File: src/rtl/gpr_wb_ctrl.sv
// Register-file writeback controller: ALU results win the write port, LSU/MDU results
// queue in a small FIFO, and a busy scoreboard tracks in-flight destinations.
// Optional macro GPR_WB_BYPASS_EN lets an LSU result skip an empty FIFO.
module gpr_wb_ctrl #(
  parameter int FIFO_DEPTH = 2,
  parameter int XLEN       = 64
) (
  input  logic                          clock,
  input  logic                          reset_n,
  input  logic                          alu_valid,
  input  logic [4:0]                    alu_rd,
  input  logic [XLEN-1:0]               alu_wdata,
  input  logic                          lsu_valid,
  output logic                          lsu_ready,
  input  logic [4:0]                    lsu_rd,
  input  logic [XLEN-1:0]               lsu_wdata,
  input  logic                          issue_valid,
  input  logic [4:0]                    issue_rd,
  input  logic [4:0]                    rs1,
  input  logic [4:0]                    rs2,
  output logic                          rs1_busy,
  output logic                          rs2_busy,
  output logic                          reg_wen,
  output logic [4:0]                    rd,
  output logic [XLEN-1:0]               rd_wdata,
  output logic [$clog2(FIFO_DEPTH):0]   pending_cnt
);

  localparam int AW = $clog2(FIFO_DEPTH);
  localparam int CW = AW + 1;
  localparam logic [CW-1:0] FULL_CNT = CW'(FIFO_DEPTH);

  logic [4:0]      r_mem_rd   [FIFO_DEPTH];
  logic [XLEN-1:0] r_mem_data [FIFO_DEPTH];
  logic [AW-1:0]   r_wptr;
  logic [AW-1:0]   r_rptr;
  logic [CW-1:0]   r_count;
  logic [31:0]     r_busy;
  logic            r_wen;
  logic [4:0]      r_rd;
  logic [XLEN-1:0] r_wdata;

  logic            w_full;
  logic            w_empty;
  logic            w_push;
  logic            w_pop;
  logic            w_bypass;
  logic            w_enq;
  logic            w_sel_valid;
  logic [4:0]      w_sel_rd;
  logic [XLEN-1:0] w_sel_data;
  logic [31:0]     w_busy_next;

  assign w_full      = (r_count == FULL_CNT);
  assign w_empty     = (r_count == '0);
  assign lsu_ready   = !w_full;
  assign w_push      = lsu_valid && lsu_ready;
  assign w_pop       = !alu_valid && !w_empty;
  assign w_enq       = w_push && !w_bypass;
  assign pending_cnt = r_count;
  assign rs1_busy    = r_busy[rs1];
  assign rs2_busy    = r_busy[rs2];
  assign reg_wen     = r_wen;
  assign rd          = r_rd;
  assign rd_wdata    = r_wdata;

`ifdef GPR_WB_BYPASS_EN
  assign w_bypass = !alu_valid && w_empty && w_push;
`else
  assign w_bypass = 1'b0;
`endif

  // Write-port source select: ALU, then FIFO head, then (optionally) a bypassed LSU result.
  always_comb begin
    w_sel_valid = 1'b0;
    w_sel_rd    = r_rd;
    w_sel_data  = r_wdata;
    if (alu_valid) begin
      w_sel_valid = 1'b1;
      w_sel_rd    = alu_rd;
      w_sel_data  = alu_wdata;
    end else if (w_pop) begin
      w_sel_valid = 1'b1;
      w_sel_rd    = r_mem_rd[r_rptr];
      w_sel_data  = r_mem_data[r_rptr];
    end else if (w_bypass) begin
      w_sel_valid = 1'b1;
      w_sel_rd    = lsu_rd;
      w_sel_data  = lsu_wdata;
    end
  end

  // Clear is applied before set so an issue to the same register wins.
  always_comb begin
    w_busy_next = r_busy;
    if (w_pop || w_bypass) begin
      w_busy_next[w_sel_rd] = 1'b0;
    end
    if (issue_valid) begin
      w_busy_next[issue_rd] = 1'b1;
    end
    w_busy_next[0] = 1'b0;
  end

  always_ff @(posedge clock) begin
    if (w_enq) begin
      r_mem_rd[r_wptr]   <= lsu_rd;
      r_mem_data[r_wptr] <= lsu_wdata;
    end
  end

  always_ff @(posedge clock or negedge reset_n) begin
    if (!reset_n) begin
      r_wptr  <= '0;
      r_rptr  <= '0;
      r_count <= '0;
      r_busy  <= '0;
      r_wen   <= 1'b0;
      r_rd    <= '0;
      r_wdata <= '0;
    end else begin
      if (w_enq) begin
        r_wptr <= r_wptr + AW'(1);
      end
      if (w_pop) begin
        r_rptr <= r_rptr + AW'(1);
      end
      case ({w_enq, w_pop})
        2'b10:   r_count <= r_count + CW'(1);
        2'b01:   r_count <= r_count - CW'(1);
        default: r_count <= r_count;
      endcase
      r_busy  <= w_busy_next;
      r_wen   <= w_sel_valid && (w_sel_rd != 5'd0);
      r_rd    <= w_sel_rd;
      r_wdata <= w_sel_data;
    end
  end

endmodule

File: config.mk
export PLATFORM = sky130hd
export DESIGN_NAME = gpr_wb_ctrl
export DESIGN_NICKNAME = d
export VERILOG_FILES = /design/src/rtl/gpr_wb_ctrl.sv
export SDC_FILE = /design/constraint.sdc
export NUM_CORES = 1
export LEC_CHECK = 0
export CAP_MARGIN = 40
export CORE_AREA = 4 4 143 145
export CTS_CLUSTER_SIZE = 25
export DETAILED_ROUTE_END_ITERATION = 8
export DIE_AREA = 0 0 147 149
export GPL_TIMING_DRIVEN = 0
export HOLD_SLACK_MARGIN = 0.08
export PLACE_DENSITY = 0.83
export SETUP_SLACK_MARGIN = 0.05
export SYNTH_ARGS = -nofsm -noshare
export SYNTH_HDL_FRONTEND = slang
export SYNTH_SLANG_ARGS = --single-unit
export TNS_END_PERCENT = 10
File: constraint.sdc
create_clock -name clock -period 8.85 [get_ports clock]
set_input_delay 1.77 -clock clock [delete_from_list [all_inputs] [get_ports clock]]
set_output_delay 1.77 -clock clock [all_outputs]
set_load 0.01 [all_outputs]
==> metrics.md, run 1 <==
| Metric | Value |
|---|---|
| Outcome | `finished clean` |
| CP max FO | `10` |
| Classification of the worst setup path | `primary input to primary output` |
| WP buf/inv | `3` |
| Post-synthesis cell area | `0.0102 mm2` |
| Largest net degree at the start of global routing | `60` |
| Setup repair after global routing missed its margin | `no` |
| Filler cells | `1318` |
| Proportion of netlist area held by the largest area contributor | `0.407` |
| Largest incremental delay on the critical path | `550 ps` |
| DRC violations left | `0` |
| Min-delay worst type | `flip-flop to flip-flop` |
| CP Depth | `7` |
| Post-CTS Setup Repair Bufs | `0` |
| R2R cell count | `6` |
| Vias per std cell | `5.63` |
| Count of final max-slew check failures | `0` |
| Number of DRC markers after the initial detailed-route iteration | `536` |
| Routability Congestion | `0.881` |
| Overall power of the completed layout | `4.27 mW` |
| Final TNS setup | `0 ps` |
| Net count, final | `1222` |
| Deepest clock path buffer count | `3` |
| Die height | `149 um` |
| Number of cells upsized or downsized after cts | `0` |
| Transition time of the tightest slew-check pin | `849 ps` |
| Critical path data required time | `7080 ps` |
| HPWL Detailed | `20000 um` |
| Die width | `147 um` |
| Share of async-settable or async-resettable flops after synthesis | `0.432` |
| Total of endpoints with negative setup slack in the final report | `0` |
| Clock tree from TritonCTS | `built` |
| Global-route wire length before repair | `42500 um` |
| Timing-limited maximum frequency | `172 MHz` |
| Cell with the largest stage delay on the worst path | `sky130_fd_sc_hd__clkdlybuf4s50_1` |
| Endpoint type of the worst setup path | `primary output` |
| Final count of hold timing violations | `0` |
| Fin crit share | `0.657` |
| Total congestion overflow after global routing | `0` |
| Final wirelength | `27700 um` |
| Routed vias | `7582` |
| Fraction of layout cells with a size suffix above 1 | `0.0694` |
| Area growth from synthesis to layout | `34.9%` |
| Yosys cell types | `45` |
| Number of enable-type register cells in the synthesized netlist | `138` |
| Count of mapped cells out of synthesis | `804` |
| Most used cell along the critical path | `sky130_fd_sc_hd__clkdlybuf4s50_1` |
| Post-layout instance area | `0.0137 mm2` |
| Cts bufs inserted | `25` |
| Via count of the first global-routing pass | `7739` |
| Cell type group with the largest total delay on the critical path | `buffers and inverters` |
| Worst-case clock skew | `11.9 ps` |
| Number of warnings reported in the yosys synthesis log | `0` |
| Max-capacitance violation count | `0` |
| Fin util | `0.714` |
| Standard cell core area | `0.0192 mm2` |
| Leakage power | `5.29 nW` |
| Register bit total from synthesis | `243` |
| Flip-flop cell with the highest count after synthesis | `sky130_fd_sc_hd__edfxtp_1` |
| Initial standard-cell utilization of the core | `0.530` |
| Overall Global Routing Usage | `0.248` |
| Average size of a mapped cell | `12.7 um2` |
| Buffers on Ports | `228` |
| Post-detailed-route count of antenna-violating nets | `0` |
| Root cell of the clock tree | `sky130_fd_sc_hd__clkbuf_16` |
| Post-synthesis cell type with the largest combined area | `sky130_fd_sc_hd__edfxtp_1` |
| Arrival @ worst endpoint | `4040 ps` |
| Maximum VDD drop | `0.222 mV` |
| Cell chain of the critical path | `clkdlybuf4s50_1 > buf_1 > mux2i_1 > a22oi_1 > nand3_1 > nand4_1 > clkdlybuf4s50_1` |
| Routed wire per std cell | `20.6 um` |
| Row Count | `51` |
| Post-cts hold buffer count | `0` |
| Number of cells on the worst hold path | `2` |
| Seq/Total Area, Yosys | `0.666` |
| Die footprint | `0.0219 mm2` |
| Relative slew margins | `0.432` |
| Net count after synthesis | `963` |
| Clock sinks | `243` |
| Area post-placement | `0.0129 mm2` |
| Most common cell after layout, fill and taps aside | `sky130_fd_sc_hd__clkdlybuf4s50_1` |
| Clock latency reported for the late side of the worst-skew pair | `510 ps` |
| Type of element launching the critical path | `primary input` |
| TritonRoute pass-1 iters | `5` |
| PwrDens | `311 mW/mm2` |
| Clock edge transition at the registers on the reported setup and hold paths | `60 ps` |
| Number of top-level design ports | `233` |
| H-tree depth | `1` |
| Largest cells by area after synthesis | `sky130_fd_sc_hd__edfxtp_1, sky130_fd_sc_hd__dfrtp_1, sky130_fd_sc_hd__mux2i_1, sky130_fd_sc_hd__o21ai_0, sky130_fd_sc_hd__a21oi_1` |
| Worst hold slack across all endpoints | `535 ps` |
| Antenna violations before repair | `1` |
| Shortest period the worst path allows | `5810 ps` |
| Highest-count cells in the layout ignoring fill and taps | `sky130_fd_sc_hd__clkdlybuf4s50_1, sky130_fd_sc_hd__edfxtp_1, sky130_fd_sc_hd__dfrtp_1` |
## worst min-delay path: stages (launching register included)
cell and delay (ps):
sky130_fd_sc_hd__dfrtp_1 370, sky130_fd_sc_hd__o41ai_1 70, sky130_fd_sc_hd__o21ai_0 60
## final timing paths
| path | start | endpoint | slack (ps) |
|---|---|---|---|
| min | r_busy[17] | r_busy[17] | 540 |
| min in group asynchronous | reset_n | rd_wdata[19] | 1280 |
| max reg2reg | pending_cnt[0] | r_mem_data[0][18] | 6440 |
| max in group asynchronous | reset_n | r_wptr | 6850 |
| min reg2reg | r_busy[17] | r_busy[17] | 540 |
| max | rs2[2] | rs2_busy | 3040 |
## state kept, by name (all words and copies together), names as in the netlist
signal	flops
reg_wen	1
r_mem_data	128
r_busy	31
r_wptr	1
pending_cnt	2
r_mem_rd	10
rd_wdata	64
r_rptr	1
rd	5
## cell usage after synthesis, types with 2 or more instances
master                      count
sky130_fd_sc_hd__inv_1          5
sky130_fd_sc_hd__nand3b_1       5
sky130_fd_sc_hd__nand3_1       14
sky130_fd_sc_hd__mux2i_1       87
sky130_fd_sc_hd__o41ai_1       27
sky130_fd_sc_hd__nand4_1        3
sky130_fd_sc_hd__o211ai_1       2
sky130_fd_sc_hd__nor4_1         2
sky130_fd_sc_hd__inv_2          3
sky130_fd_sc_hd__mux2_2         2
sky130_fd_sc_hd__buf_2         11
sky130_fd_sc_hd__a22oi_1        4
sky130_fd_sc_hd__clkbuf_1      38
sky130_fd_sc_hd__nor2b_1        4
sky130_fd_sc_hd__buf_1          3
sky130_fd_sc_hd__a21oi_1       70
sky130_fd_sc_hd__a211oi_1       2
sky130_fd_sc_hd__dfrtp_1      105
sky130_fd_sc_hd__o21ai_1        7
sky130_fd_sc_hd__nor2_1        73
sky130_fd_sc_hd__xnor2_1        4
sky130_fd_sc_hd__o21ai_0       89
sky130_fd_sc_hd__mux4_2         6
sky130_fd_sc_hd__nand2b_1       5
sky130_fd_sc_hd__o2111ai_1      2
sky130_fd_sc_hd__or3b_2         2
sky130_fd_sc_hd__edfxtp_1     138
sky130_fd_sc_hd__nand2_1       71
sky130_fd_sc_hd__o31ai_1        4
## cell families (layout without fill, tap and decap cells)
kind of cell,count (synthesis),after routing,synth area share
compound gates,213,213,0.124
xor+xnor,5,5,0.00430
fa+ha+maj,1,1,0.00123
buf+inv,61,338,0.0246
flops,243,243,0.666
mux,96,96,0.103
other cells,0,1,0
simple gates,185,185,0.0780
## cell type report
| class | instances | area [um2] | area share |
|---|---|---|---|
| flip-flops and latches | 243 | 6770 | 0.493 |
| multi-input cells | 500 | 3170 | 0.231 |
| repair buffers | 232 | 2380 | 0.174 |
| clock buffers | 29 | 641 | 0.0467 |
| well taps | 265 | 332 | 0.0242 |
| plain buffers | 53 | 220 | 0.0160 |
| clock inverters | 16 | 178 | 0.0129 |
| inverters | 8 | 30.0 | 0.00219 |
| diodes | 1 | 2.50 | 0.000182 |
## power breakdown
group | switching, mW | total, mW | internal (mW)
Combinational | 0.820 | 1.49 | 0.665
Clock | 0.419 | 1.05 | 0.634
Sequential | 0.176 | 1.73 | 1.56
## routing by layer
layer / global-route usage / up-vias / wire length (um)
met5: 0 / - / 0
met4: 0.0797 / 0 / 891
met3: 0.0614 / 61 / 2390
met2: 0.426 / 325 / 13700
met1: 0.313 / 3690 / 10700
li1: - / 3506 / -
## per-stage QoR
step	setup WS, ps	instances
6_report	3040	1347
3_5_place_dp	3090	1301
4_1_cts	3080	1346
2_1_floorplan	3600	804
5_1_grt	2990	1347
3_3_place_gp	1360	1297
No activity file was read; power rests on OpenSTA's default activity.
==> run 2: changes to the inputs <==
--- a/config.mk
+++ b/config.mk
@@ -6,13 +6,13 @@
 export NUM_CORES = 1
 export LEC_CHECK = 0
 export CAP_MARGIN = 40
-export CORE_AREA = 4 4 143 145
+export CORE_AREA = 4 4 148 150
 export CTS_CLUSTER_SIZE = 25
 export DETAILED_ROUTE_END_ITERATION = 8
-export DIE_AREA = 0 0 147 149
+export DIE_AREA = 0 0 152 154
 export GPL_TIMING_DRIVEN = 0
 export HOLD_SLACK_MARGIN = 0.08
-export PLACE_DENSITY = 0.83
+export PLACE_DENSITY = 0.78
 export SETUP_SLACK_MARGIN = 0.05
 export SYNTH_ARGS = -nofsm -noshare
 export SYNTH_HDL_FRONTEND = slang
==> constraint.sdc (replaced) <==
create_clock -name clock -period 5.83 [get_ports clock]
set_input_delay 1.166 -clock clock [delete_from_list [all_inputs] [get_ports clock]]
set_output_delay 1.166 -clock clock [all_outputs]
set_load 0.01 [all_outputs]
==> run 2 against run 1 <==
Clock power rose by 52%. Critical path depth did not move. First-iteration DRC count fell by 19%. Critical path type unchanged. Largest power group unchanged.
==> metrics.md, run 2 (synthesis gave the netlist of run 1 again) <==
| Metric | Value |
|---|---|
| Final TNS setup | `0 ps` |
| Clock share of power | `0.247` |
| Start point of the worst hold path | `r_busy[13]` |
| Clock sinks | `243` |
| Largest register FFs | `128` |
| Routed vias | `7524` |
| Clock tree from TritonCTS | `built` |
| Clock edge transition at the registers on the reported setup and hold paths | `60 ps` |
| Classification of the worst setup path | `primary input to primary output` |
| Highest-count cells in the layout ignoring fill and taps | `sky130_fd_sc_hd__clkdlybuf4s50_1, sky130_fd_sc_hd__edfxtp_1, sky130_fd_sc_hd__dfrtp_1` |
| Outcome | `finished clean` |
| Total congestion overflow after global routing | `0` |
| Timing-limited maximum frequency | `219 MHz` |
| CP max FO | `10` |
| Number of DRC markers after the initial detailed-route iteration | `432` |
| Die footprint | `0.0234 mm2` |
| Sequential share of power | `0.406` |
| Antenna violations before repair | `6` |
| Largest Register | `r_mem_data` |
| Overall Global Routing Usage | `0.223` |
| H-tree depth | `1` |
| Setup repair after global routing missed its margin | `no` |
| Post-cts hold buffer count | `0` |
| Count of final max-slew check failures | `0` |
| Post-layout instance area | `0.0137 mm2` |
| Via count of the first global-routing pass | `7796` |
| Area post-placement | `0.0129 mm2` |
| Number of top-level design ports | `233` |
| R2R cell count | `8` |
| Arrival @ worst endpoint | `3400 ps` |
| Placement Setup Slack | `1290 ps` |
| Fraction of layout cells with a size suffix above 1 | `0.0694` |
| Vias per std cell | `5.54` |
| Largest net degree at the start of global routing | `56` |
| Source of the worst register-to-register timing path | `pending_cnt[1]` |
| Non-Filler Instances | `1357` |
| Buffers on Ports | `228` |
| Maximum VDD drop | `0.282 mV` |
| Deepest clock path buffer count | `3` |
| Filler cells | `1516` |
| Shortest period the worst path allows | `4570 ps` |
| Global-route wire length before repair | `41700 um` |
| Critical path data required time | `4660 ps` |
| Die height | `154 um` |
| Min-delay worst type | `flip-flop to flip-flop` |
| Int Pwr | `4.32 mW` |
| Leakage power | `5.27 nW` |
| Standard cell core area | `0.0207 mm2` |
| Net count, final | `1222` |
| Final wirelength | `26900 um` |
| Total of endpoints with negative setup slack in the final report | `0` |
| Critical Path Start | `rs1[2]` |
| Final count of hold timing violations | `0` |
| Worst-case clock skew | `13.3 ps` |
| Number of cells on the worst hold path | `2` |
| R2R Path End | `r_busy[8]` |
| Total placed cells including tap cells | `1311` |
| Switching power | `2.13 mW` |
| Relative slew margins | `0.464` |
| TritonRoute pass-1 iters | `5` |
| DRC violations left | `0` |
| Routability Congestion | `0.924` |
| Endpoint type of the worst setup path | `primary output` |
| Type of element launching the critical path | `primary input` |
| Worst-case hold path end point | `r_busy[13]` |
| Post-CTS Setup Repair Bufs | `0` |
| Root cell of the clock tree | `sky130_fd_sc_hd__clkbuf_16` |
| Number of cells upsized or downsized after cts | `0` |
| HPWL Detailed | `19300 um` |
| Sw Share | `0.331` |
| Final Worst Setup Slack | `1260 ps` |
| Die width | `152 um` |
| Logic pwr share | `0.346` |
| Max-capacitance violation count | `0` |
| Row Count | `53` |
| Fin crit share | `0.784` |
| Clock latency reported for the late side of the worst-skew pair | `510 ps` |
| Worst reg2reg setup slack | `3350 ps` |
| Cts bufs inserted | `25` |
| Initial standard-cell utilization of the core | `0.492` |
| Most common cell after layout, fill and taps aside | `sky130_fd_sc_hd__clkdlybuf4s50_1` |
| Routed wire per std cell | `19.8 um` |
| PwrDens | `470 mW/mm2` |
| Transition time of the tightest slew-check pin | `804 ps` |
| Post-detailed-route count of antenna-violating nets | `0` |
| Area growth from synthesis to layout | `35.0%` |
[run 2: cell count changes in the layout (fill, tap and decap cells not counted), sizes merged]
cell | before | now
clkinv | 12 | 5
clkbuf | 67 | 71
clkinvlp | 0 | 4
bufinv | 4 | 2
inv | 8 | 9
[run 2: worst max path at each step]
stage,endpoint,slack (ps),cells past startpoint
floorplan,r_mem_data[0][0],1190,2
global placement,r_mem_data[0][42],-1070,3
detailed placement,rs1_busy,1290,7
CTS,rs1_busy,1270,7
global route,rs1_busy,1120,7
finish,rs1_busy,1260,7
[run 2: routing by layer]
metal	GRT usage	vias up	wire length, um
li1	-	3501	-
met1	0.271	3632	10500
met2	0.385	317	13300
met3	0.0622	64	2240
met4	0.0753	10	795
met5	0	-	73
[run 2: final cells by class]
type	instances	area (um2)	share of cell area
buffer	53	220	0.0160
sequential	243	6770	0.493
clock buffer	33	718	0.0523
timing repair buffer	232	2370	0.172
antenna	1	2.50	0.000182
multi-input combinational	500	3170	0.230
tap	275	344	0.0250
inverter	8	30.0	0.00219
clock inverter	12	121	0.00883
[run 2: per-stage QoR]
step | util | hold WS [ps] | total power [mW]
5_1_grt | 0.664 | 562 | 6.80
2_1_floorplan | - | 461 | 3.90
4_1_cts | 0.664 | 533 | 6.50
3_3_place_gp | 0.619 | 476 | 4.82
3_5_place_dp | 0.623 | 519 | 4.88
6_report | 0.664 | 541 | 6.46
[run 2: power by group through the flow]
stage	Combinational [mW]	Clock, mW	Sequential [mW]
after floorplan	1.23	0	2.67
after global placement	2.16	0	2.66
after CTS	2.26	1.62	2.62
final	2.24	1.60	2.62
after detailed placement	2.24	0	2.64
after global routing	2.44	1.69	2.67
[run 2: critical path, stage by stage]
cell and delay [ps]:
sky130_fd_sc_hd__clkdlybuf4s50_1 530, sky130_fd_sc_hd__buf_1 510, sky130_fd_sc_hd__mux2i_1 190, sky130_fd_sc_hd__a22oi_1 250
sky130_fd_sc_hd__nand3_1 110, sky130_fd_sc_hd__nand4_1 110, sky130_fd_sc_hd__clkdlybuf4s50_1 530
